## src/rtl/minibyte_io_responder_if.sv

```systemverilog
// minibyte_io_responder_if: minibyte responder bus (addr_in/data_in/we_in from CPU, data_out/hit_out back).
interface minibyte_io_responder_if;
  logic [6:0] addr_in;
  logic [7:0] data_in;
  logic       we_in;
  logic [7:0] data_out;
  logic       hit_out;
  modport master (output addr_in, data_in, we_in, input data_out, hit_out);
  modport slave  (input addr_in, data_in, we_in, output data_out, hit_out);
endinterface

```

## src/rtl/minibyte_io_responder.sv

```systemverilog
// minibyte_io_responder: 8-byte window peripheral (GPIO out/in, prescaled timer, status, scratch, ID).
// Ports: clk_in/rst_in (async active-low), bus (slave modport), gpio_in (async), gpio_out, irq_out.
// Optional: define MINIBYTE_RESP_IN_EDGE_EN for rising-edge detect on gpio_in[0] (STATUS bit2 / TMR_CTL bit6).
module minibyte_io_responder #(
  parameter logic [6:0] BASE_ADDR = 7'h70,
  parameter logic [7:0] ID_VALUE  = 8'hB5
) (
  input  logic                          clk_in,
  input  logic                          rst_in,
  minibyte_io_responder_if.slave        bus,
  input  logic [7:0]                    gpio_in,
  output logic [7:0]                    gpio_out,
  output logic                          irq_out
);
`ifdef MINIBYTE_RESP_IN_EDGE_EN
  localparam logic [7:0] CTL_MASK = 8'hFF;
`else
  localparam logic [7:0] CTL_MASK = 8'hBF;
`endif
  logic [7:0] out_q, out_d, sync1_q, sync2_q, cnt_q, cnt_d, cmp_q, cmp_d;
  logic [7:0] ctl_q, ctl_d, scratch_q, scratch_d;
  logic [6:0] pre_q, pre_d, mask;
  logic       cmpf_q, cmpf_d, ovf_q, ovf_d, edgef_q;
  logic [2:0] off;
  logic       hit, wr, tick, ld_cnt, wr_stat, wr_ctl;
  always_comb begin
    off     = bus.addr_in[2:0];
    hit     = bus.addr_in[6:3] == BASE_ADDR[6:3];
    wr      = bus.we_in & hit;
    ld_cnt  = wr && off == 3'd2;
    wr_ctl  = wr && off == 3'd4;
    wr_stat = wr && off == 3'd5;
    mask    = 7'((8'd1 << ctl_q[3:1]) - 8'd1);
    tick    = ctl_q[0] && ((pre_q & mask) == mask);
    out_d     = (wr && off == 3'd0) ? bus.data_in : out_q;
    cmp_d     = (wr && off == 3'd3) ? bus.data_in : cmp_q;
    ctl_d     = wr_ctl ? (bus.data_in & CTL_MASK) : ctl_q;
    scratch_d = (wr && off == 3'd6) ? bus.data_in : scratch_q;
    pre_d     = (!ctl_q[0] || wr_ctl) ? 7'd0 : pre_q + 7'd1;
    // A CPU load of the count suppresses that cycle's tick entirely (no increment, no flags).
    cnt_d  = ld_cnt ? bus.data_in :
             !tick  ? cnt_q :
             (ctl_q[7] && cnt_q == cmp_q) ? 8'h00 : cnt_q + 8'd1;
    cmpf_d = (tick && !ld_cnt && cnt_q == cmp_q) | (cmpf_q & ~(wr_stat & bus.data_in[0]));
    ovf_d  = (tick && !ld_cnt && cnt_q == 8'hFF) | (ovf_q & ~(wr_stat & bus.data_in[1]));
  end
  always_comb begin
    bus.hit_out  = hit;
    bus.data_out = 8'h00;
    if (hit)
      case (off)
        3'd0:    bus.data_out = out_q;
        3'd1:    bus.data_out = sync2_q;
        3'd2:    bus.data_out = cnt_q;
        3'd3:    bus.data_out = cmp_q;
        3'd4:    bus.data_out = ctl_q;
        3'd5:    bus.data_out = {5'd0, edgef_q, ovf_q, cmpf_q};
        3'd6:    bus.data_out = scratch_q;
        default: bus.data_out = ID_VALUE;
      endcase
  end
  assign gpio_out = out_q;
  assign irq_out  = (cmpf_q & ctl_q[4]) | (ovf_q & ctl_q[5]) | (edgef_q & ctl_q[6]);
  always_ff @(posedge clk_in or negedge rst_in)
    if (!rst_in) begin
      out_q     <= 8'h00;
      sync1_q   <= 8'h00;
      sync2_q   <= 8'h00;
      cnt_q     <= 8'h00;
      cmp_q     <= 8'hFF;
      ctl_q     <= 8'h00;
      scratch_q <= 8'h00;
      pre_q     <= 7'd0;
      cmpf_q    <= 1'b0;
      ovf_q     <= 1'b0;
    end else begin
      out_q     <= out_d;
      sync1_q   <= gpio_in;
      sync2_q   <= sync1_q;
      cnt_q     <= cnt_d;
      cmp_q     <= cmp_d;
      ctl_q     <= ctl_d;
      scratch_q <= scratch_d;
      pre_q     <= pre_d;
      cmpf_q    <= cmpf_d;
      ovf_q     <= ovf_d;
    end
`ifdef MINIBYTE_RESP_IN_EDGE_EN
  logic edge_q, edgef_d;
  // Rising edge of the synchronized bit; set beats a simultaneous W1C.
  always_comb edgef_d = (sync2_q[0] & ~edge_q) | (edgef_q & ~(wr_stat & bus.data_in[2]));
  always_ff @(posedge clk_in or negedge rst_in)
    if (!rst_in) begin
      edge_q  <= 1'b0;
      edgef_q <= 1'b0;
    end else begin
      edge_q  <= sync2_q[0];
      edgef_q <= edgef_d;
    end
`else
  assign edgef_q = 1'b0;
`endif
endmodule

```

## src/flat_wrapper.sv

```systemverilog
// flat-port wrapper written by rule: the top's interface ports become plain ports
module minibyte_io_responder_flat 
#(
  parameter logic [6:0] BASE_ADDR = 7'h70,
  parameter logic [7:0] ID_VALUE  = 8'hB5
)
  (clk_in, rst_in, gpio_in, gpio_out, irq_out, bus_addr_in, bus_data_in, bus_we_in, bus_data_out, bus_hit_out);
  minibyte_io_responder_if bus_i ();
  input  logic clk_in;
  input  logic rst_in;
  input  logic [7:0] gpio_in;
  output logic [7:0] gpio_out;
  output logic irq_out;
  input wire logic [$bits(bus_i.addr_in)-1:0] bus_addr_in;
  input wire logic [$bits(bus_i.data_in)-1:0] bus_data_in;
  input wire logic [$bits(bus_i.we_in)-1:0] bus_we_in;
  output wire logic [$bits(bus_i.data_out)-1:0] bus_data_out;
  output wire logic [$bits(bus_i.hit_out)-1:0] bus_hit_out;
  assign bus_i.addr_in = bus_addr_in;
  assign bus_i.data_in = bus_data_in;
  assign bus_i.we_in = bus_we_in;
  assign bus_data_out = bus_i.data_out;
  assign bus_hit_out = bus_i.hit_out;
  minibyte_io_responder #(.BASE_ADDR(BASE_ADDR), .ID_VALUE(ID_VALUE)) u_core (.clk_in(clk_in), .rst_in(rst_in), .bus(bus_i), .gpio_in(gpio_in), .gpio_out(gpio_out), .irq_out(irq_out));
endmodule
```

## config.mk

```make
export PLATFORM = sky130hd
export DESIGN_NAME = minibyte_io_responder_flat
export DESIGN_NICKNAME = d
export VERILOG_FILES = /design/src/rtl/minibyte_io_responder_if.sv /design/src/rtl/minibyte_io_responder.sv /design/src/flat_wrapper.sv
export SDC_FILE = /design/constraint.sdc
export NUM_CORES = 1
export LEC_CHECK = 0
export BUFFER_PORTS_ARGS = -buffer_cell sky130_fd_sc_hd__buf_2
export CAP_MARGIN = 20
export CORE_UTILIZATION = 25
export CTS_BUF_LIST = sky130_fd_sc_hd__clkbuf_8 sky130_fd_sc_hd__clkbuf_16
export DETAILED_ROUTE_END_ITERATION = 12
export MAX_ROUTING_LAYER = met4
export SLEW_MARGIN = 25
export SYNTH_ARGS = -nofsm -noshare
export SYNTH_HDL_FRONTEND = slang
export SYNTH_SLANG_ARGS = --single-unit
```

## constraint.sdc

```tcl
create_clock -name clk_in -period 3.1 [get_ports clk_in]
set_input_delay 0.155 -clock clk_in [delete_from_list [all_inputs] [get_ports clk_in]]
set_output_delay 0.155 -clock clk_in [all_outputs]
set_load 0.01 [all_outputs]
```

Word level (Yosys, flattened, before mapping)
Index checks and enable logic that the tools add are counted.
Storage, ports and cells
  bits in registers: 64
  output and inout port bits: 18
Operators by class
  $add $sub $neg: 3
  equality and inequality tests: 10
  shift-type cells: 1
  multiplexer cells: 6
  bitwise operators: 13
  reductions and logical operators: 16
Operators with widths (count)
  8-bit case mux with 7 select lines: 1
  8-bit two-way mux: 4
  1-bit logical AND: 11
  3-bit equality test (second input constant): 3
  8-bit by 1-bit adder with 8-bit output (second input constant): 1
  8-bit equality test: 1
  8-bit equality test (second input constant): 1
  7-bit by 1-bit adder with 7-bit output (second input constant): 1
  1-bit bitwise AND: 7
  7-bit bitwise AND: 1
  7-bit equality test: 1
  7-bit two-way mux: 1
  1-bit by 3-bit << shifter with 7-bit output (first input constant): 1
  7-bit by 1-bit subtractor with 7-bit output (second input constant): 1
  3-bit by 2-bit equality test with 1-bit output (second input constant): 2
  4-bit equality test (second input constant): 1
  3-bit by 1-bit equality test with 1-bit output (second input constant): 1
  3-bit zero test: 1
  1-bit OR: 3
  1-bit zero test: 2
  1-bit NOT: 2
  2-bit nonzero test: 1
  1-bit logical OR: 1

Depth between registers and ports, before layout
  depth in word-level cells: 8
  depth in mapped cells: 9
  gate-level depth less buffers: 8

Worst setup path after synthesis
No wires, ideal clock.
  path type: reg2reg
  start: reg u_core.ctl_q[3]
  end: reg u_core.cnt_q[2]
  data arrival time: 1787 ps
  required time: 2968 ps
  setup slack: 1182 ps
  cell stages (with the launch flop): 9
  buffers on the path: 1
  cell sequence: dfrtp_1 > buf_4 > nor2_1 > nand2_1 > ha_1 > o221ai_1 > a211o_1 > o31ai_1 > a31oi_1
Between the ends
  word-level cells in the longest chain between the ends: 6
Ends and longest elaborated chain
  start: declaration: line minibyte_io_responder.sv:21  | logic [7:0] ctl_q, ctl_d, scratch_q, scratch_d;
  start signal: assignment: line minibyte_io_responder.sv:82  | ctl_q <= ctl_d;
  1-bit by 3-bit << shifter with 7-bit output *: line minibyte_io_responder.sv:33  | mask = 7'((8'd1 << ctl_q[3:1]) - 8'd1);
  7-bit by 1-bit subtractor with 7-bit output *: line minibyte_io_responder.sv:33
  7-bit bitwise AND: line minibyte_io_responder.sv:34  | tick = ctl_q[0] && ((pre_q & mask) == mask);
  7-bit equality test *: line minibyte_io_responder.sv:34
  1-bit logical AND *: line minibyte_io_responder.sv:34
  2-bit nonzero test (no source line) *
  end signal: assignment: line minibyte_io_responder.sv:80  | cnt_q <= cnt_d;
  end: declaration: line minibyte_io_responder.sv:20  | logic [7:0] out_q, out_d, sync1_q, sync2_q, cnt_q, cnt_d, cmp_q, cmp_d;
Every way passes the cells marked *; elsewhere a longest branch is shown, timed or not.
A chain may end at the register's enable or synchronous reset.

Worst setup path after layout
  start: reg u_core.ctl_q[3]
  end: reg u_core.cnt_q[5]
The elaborated chain is that of the path after synthesis.

==> flow_summary_export.csv <==
group,metric,value,unit
logic_synthesis,yosysMostFrequentCell,"dfrtp_1",
setup_path,cpMaxStageDelayCell,"a211oi_2",
sta,setup_tns,0,ns
placement,port_buffers,43,
setup_path,cp.arrival,2.51,ns
floorplan,io_pins,44,
logic_synthesis,yosys.area.top_type,"dfrtp_1",
logic_synthesis,synthTopCellsByArea,"dfrtp_1, mux2_2, dfstp_2, nor2_1, a31oi_1",
setup_path,path_max_fanout,11,
sta,timing_hold_violations_final,0,
floorplan,die_h,118,µm
sta,slew_violations,0,
cts,cts.repair.resized,0,
final_layout,syn_to_final_growth,24.1,%
final_layout,multi_input_comb_area,1660,µm²
global_routing,first_global_vias,2635,
sta,fin_crit_sh,0.727,
sta,fin_crit,2.26,ns
logic_synthesis,synthCells,289,
sta,fin_ws,0.845,ns
floorplan,rows,42,
setup_path,path_class,"register to register",
sta,rsz0062_at_grt,"false",
placement,place_hpwl,5980,µm
routing,dr.first_iter.drc_count,152,
setup_path,critPathTopFamily,"compound AO/OA/AOI/OAI gates",
final_layout,fillers,1317,
routing,ant_nets,0,
logic_synthesis,synth_edf_count,0,
cts,numCtsBuffers,9,
cts,clk_pin_slew,0.05,ns
sta,slew_headroom,0.464,
final_layout,seq_area,1610,µm²
sta,fmaxAchievable,0.443,GHz
placement,place_area,3740,µm²
logic_synthesis,netlist.area_leader.share,0.416,
run_status,run_status,"complete, but fails checks",
floorplan,start_util,0.255,
placement,place_ws,0.887,ns
logic_synthesis,yosysWarningCount,0,
logic_synthesis,synth_nets,318,
routing,wl,8450,µm
sta,setup_viol,0,
hold_path,worstHoldPathType,"primary input to register",
setup_path,end_kind,"register",
setup_path,crit_chain,"nor3_2 -> inv_1 -> ha_1 -> o221ai_1 -> a211oi_2 -> nand4_1 -> a31oi_1",
global_routing,antenna_found_initial,0,
setup_path,path_buf_inv,1,
global_routing,overflow,0,
global_routing,grt_max_degree,29,
logic_synthesis,ys.flop_type,"dfrtp_1",
placement,routabilityCongestion,0.812,
logic_synthesis,synth_common_cells,"dfrtp_1, mux2_2, nor2_1",
routing,drt_first_pass_iters,8,
global_routing,track_usage,0.133,
logic_synthesis,ys_types,53,
cts,htreeDepth,3,
routing,post-route-drc-count,1,
setup_path,critPathLaunchType,"register",
routing,wl_per_cell,16.2,µm
floorplan,core-area,13200,µm²
cts,cts_tree,"built",
logic_synthesis,syn_avg_cell_area,11.7,µm²
cts,clock_latency,0.33,ns
cts,root_buffer,"clkbuf_16",
floorplan,die-width,118,µm
flow_run,max_cap_violations,0,
power,leakage,1.83,nW
logic_synthesis,ys_seq_elements,64,
sta,worst_pin_slew,0.798,ns
sta,skew,0.00525,ns
setup_path,cp.required,3.35,ns
logic_synthesis,async_flop_share,1.00,
final_layout,post_route_cells_drive_above_1_share,0.357,
cts,cts.path.max_buffers,2,
routing,dr_total_vias,2574,
setup_path,max_stage_delay,0.54,ns
cts,cts.sinks,64,
run_status,violations,"design-rule violations",
global_routing,grt_pass1_wl,14100,µm
floorplan,dieArea,13900,µm²
routing,vias_per_cell,4.94,
power,powerDensity,610,nW/µm²
logic_synthesis,syn_area,3370,µm²
logic_synthesis,ys_seq_area_frac,0.478,
final_layout,fin_nets,369,
power,peakVddDrop,0.206,mV
final_layout,antenna_cells,0,
final_layout,design_area,4180,µm²
[layout make-up]
| type | count | area share |
|---|---|---|
| Tap cell | 176 | 0.0526 |
| Clock inverter | 5 | 0.0245 |
| Timing Repair Buffer | 54 | 0.0766 |
| Clock buffer | 11 | 0.0604 |
| Multi-Input combinational cell | 206 | 0.396 |
| Sequential cell | 64 | 0.385 |
| Inverter | 5 | 0.00449 |
[sequential cells by signal (all words and copies together), names as in the netlist]
register and cells:
u_core.cnt_q 8, u_core.ctl_q 7, u_core.sync1_q 8, u_core.gpio_out 8, u_core.scratch_q 8, u_core.cmp_q 8
u_core.pre_q 7, u_core.cmpf_q 1, u_core.sync2_q 8, u_core.ovf_q 1
[layout by cell type (no fill, tap or decap), drive strengths merged, types with 6 or more instances in the layout]
| master | instances |
|---|---|
| dfrtp | 56 |
| buf | 45 |
| mux2 | 37 |
| nor2 | 32 |
| a31oi | 15 |
| nand2 | 12 |
| clkbuf | 11 |
| xor2 | 10 |
| dlygate4sd3 | 9 |
| and3 | 8 |
| dfstp | 8 |
| nand4 | 7 |
| o21ai | 6 |
| o31ai | 6 |
[final timing paths]
check | start | endpoint | slack [ns] | cells after the start
hold / removal | bus_data_in[0] | u_core.ctl_q[0] | 0.13 | 3
max in group asynchronous | rst_in | u_core.cmp_q[5] | 1.96 | 3
min in group asynchronous | rst_in | u_core.sync2_q[4] | 0.38 | 2
setup reg to reg | u_core.ctl_q[3] | u_core.cnt_q[5] | 0.84 | 7
hold reg to reg | u_core.sync1_q[4] | u_core.sync2_q[4] | 0.35 | 0
setup / recovery | u_core.ctl_q[3] | u_core.cnt_q[5] | 0.84 | 7
[logic make-up (layout without fill, tap and decap cells)]
logic type,after synthesis,count (layout),synth area share
buf+inv,19,75,0.0301
fa+ha+maj,3,3,0.0111
compound gates,58,58,0.128
simple gates,87,87,0.164
xor+xnor,14,14,0.0364
mux,44,44,0.152
flops,64,64,0.478
[repair_timing]
| item | CTS | global route |
|---|---|---|
| hold endpoints to repair | 30 | 0 |
| hold buffers | 9 | 0 |
| buffers inserted | 0 | 0 |
[power by group]
part / switching, mW / total, mW / leakage [nW] / internal, mW
Combinational: 0.216 / 0.390 / 0.880 / 0.173
Sequential: 0.0705 / 0.974 / 0.779 / 0.903
Clock: 0.362 / 1.19 / 0.172 / 0.827
[through the flow]
stage | power [mW] | utilization | std cells | hold slack, ns
after floorplan | 1.24 | - | 289 | -0.141
after global placement | 1.35 | 0.283 | 496 | 0.200
after detailed placement | 1.37 | 0.283 | 496 | 0.206
after CTS | 2.58 | 0.317 | 521 | 0.111
after global routing | 2.66 | 0.317 | 521 | 0.135
final | 2.55 | 0.317 | 521 | 0.126
[worst register-to-register path, delay by kind of cell (launching register included)]
| kind | cells | cell delay, ns |
|---|---|---|
| AO/OA/AOI/OAI | 3 | 0.92 |
| flip-flops | 1 | 0.50 |
| AND/OR/NAND/NOR | 2 | 0.42 |
| adder cells (fa/ha/maj) | 1 | 0.28 |
| buffers and inverters | 1 | 0.06 |
[metal layers]
metal | share of wire | up-vias | global-route usage
li1 | - | 1193 | -
met1 | 0.46 | 1293 | 0.171
met2 | 0.47 | 76 | 0.201
met3 | 0.051 | 12 | 0.0378
met4 | 0.014 | 0 | 0.0417
met5 | 0 | - | -
Power figures use the tool's default switching activity.
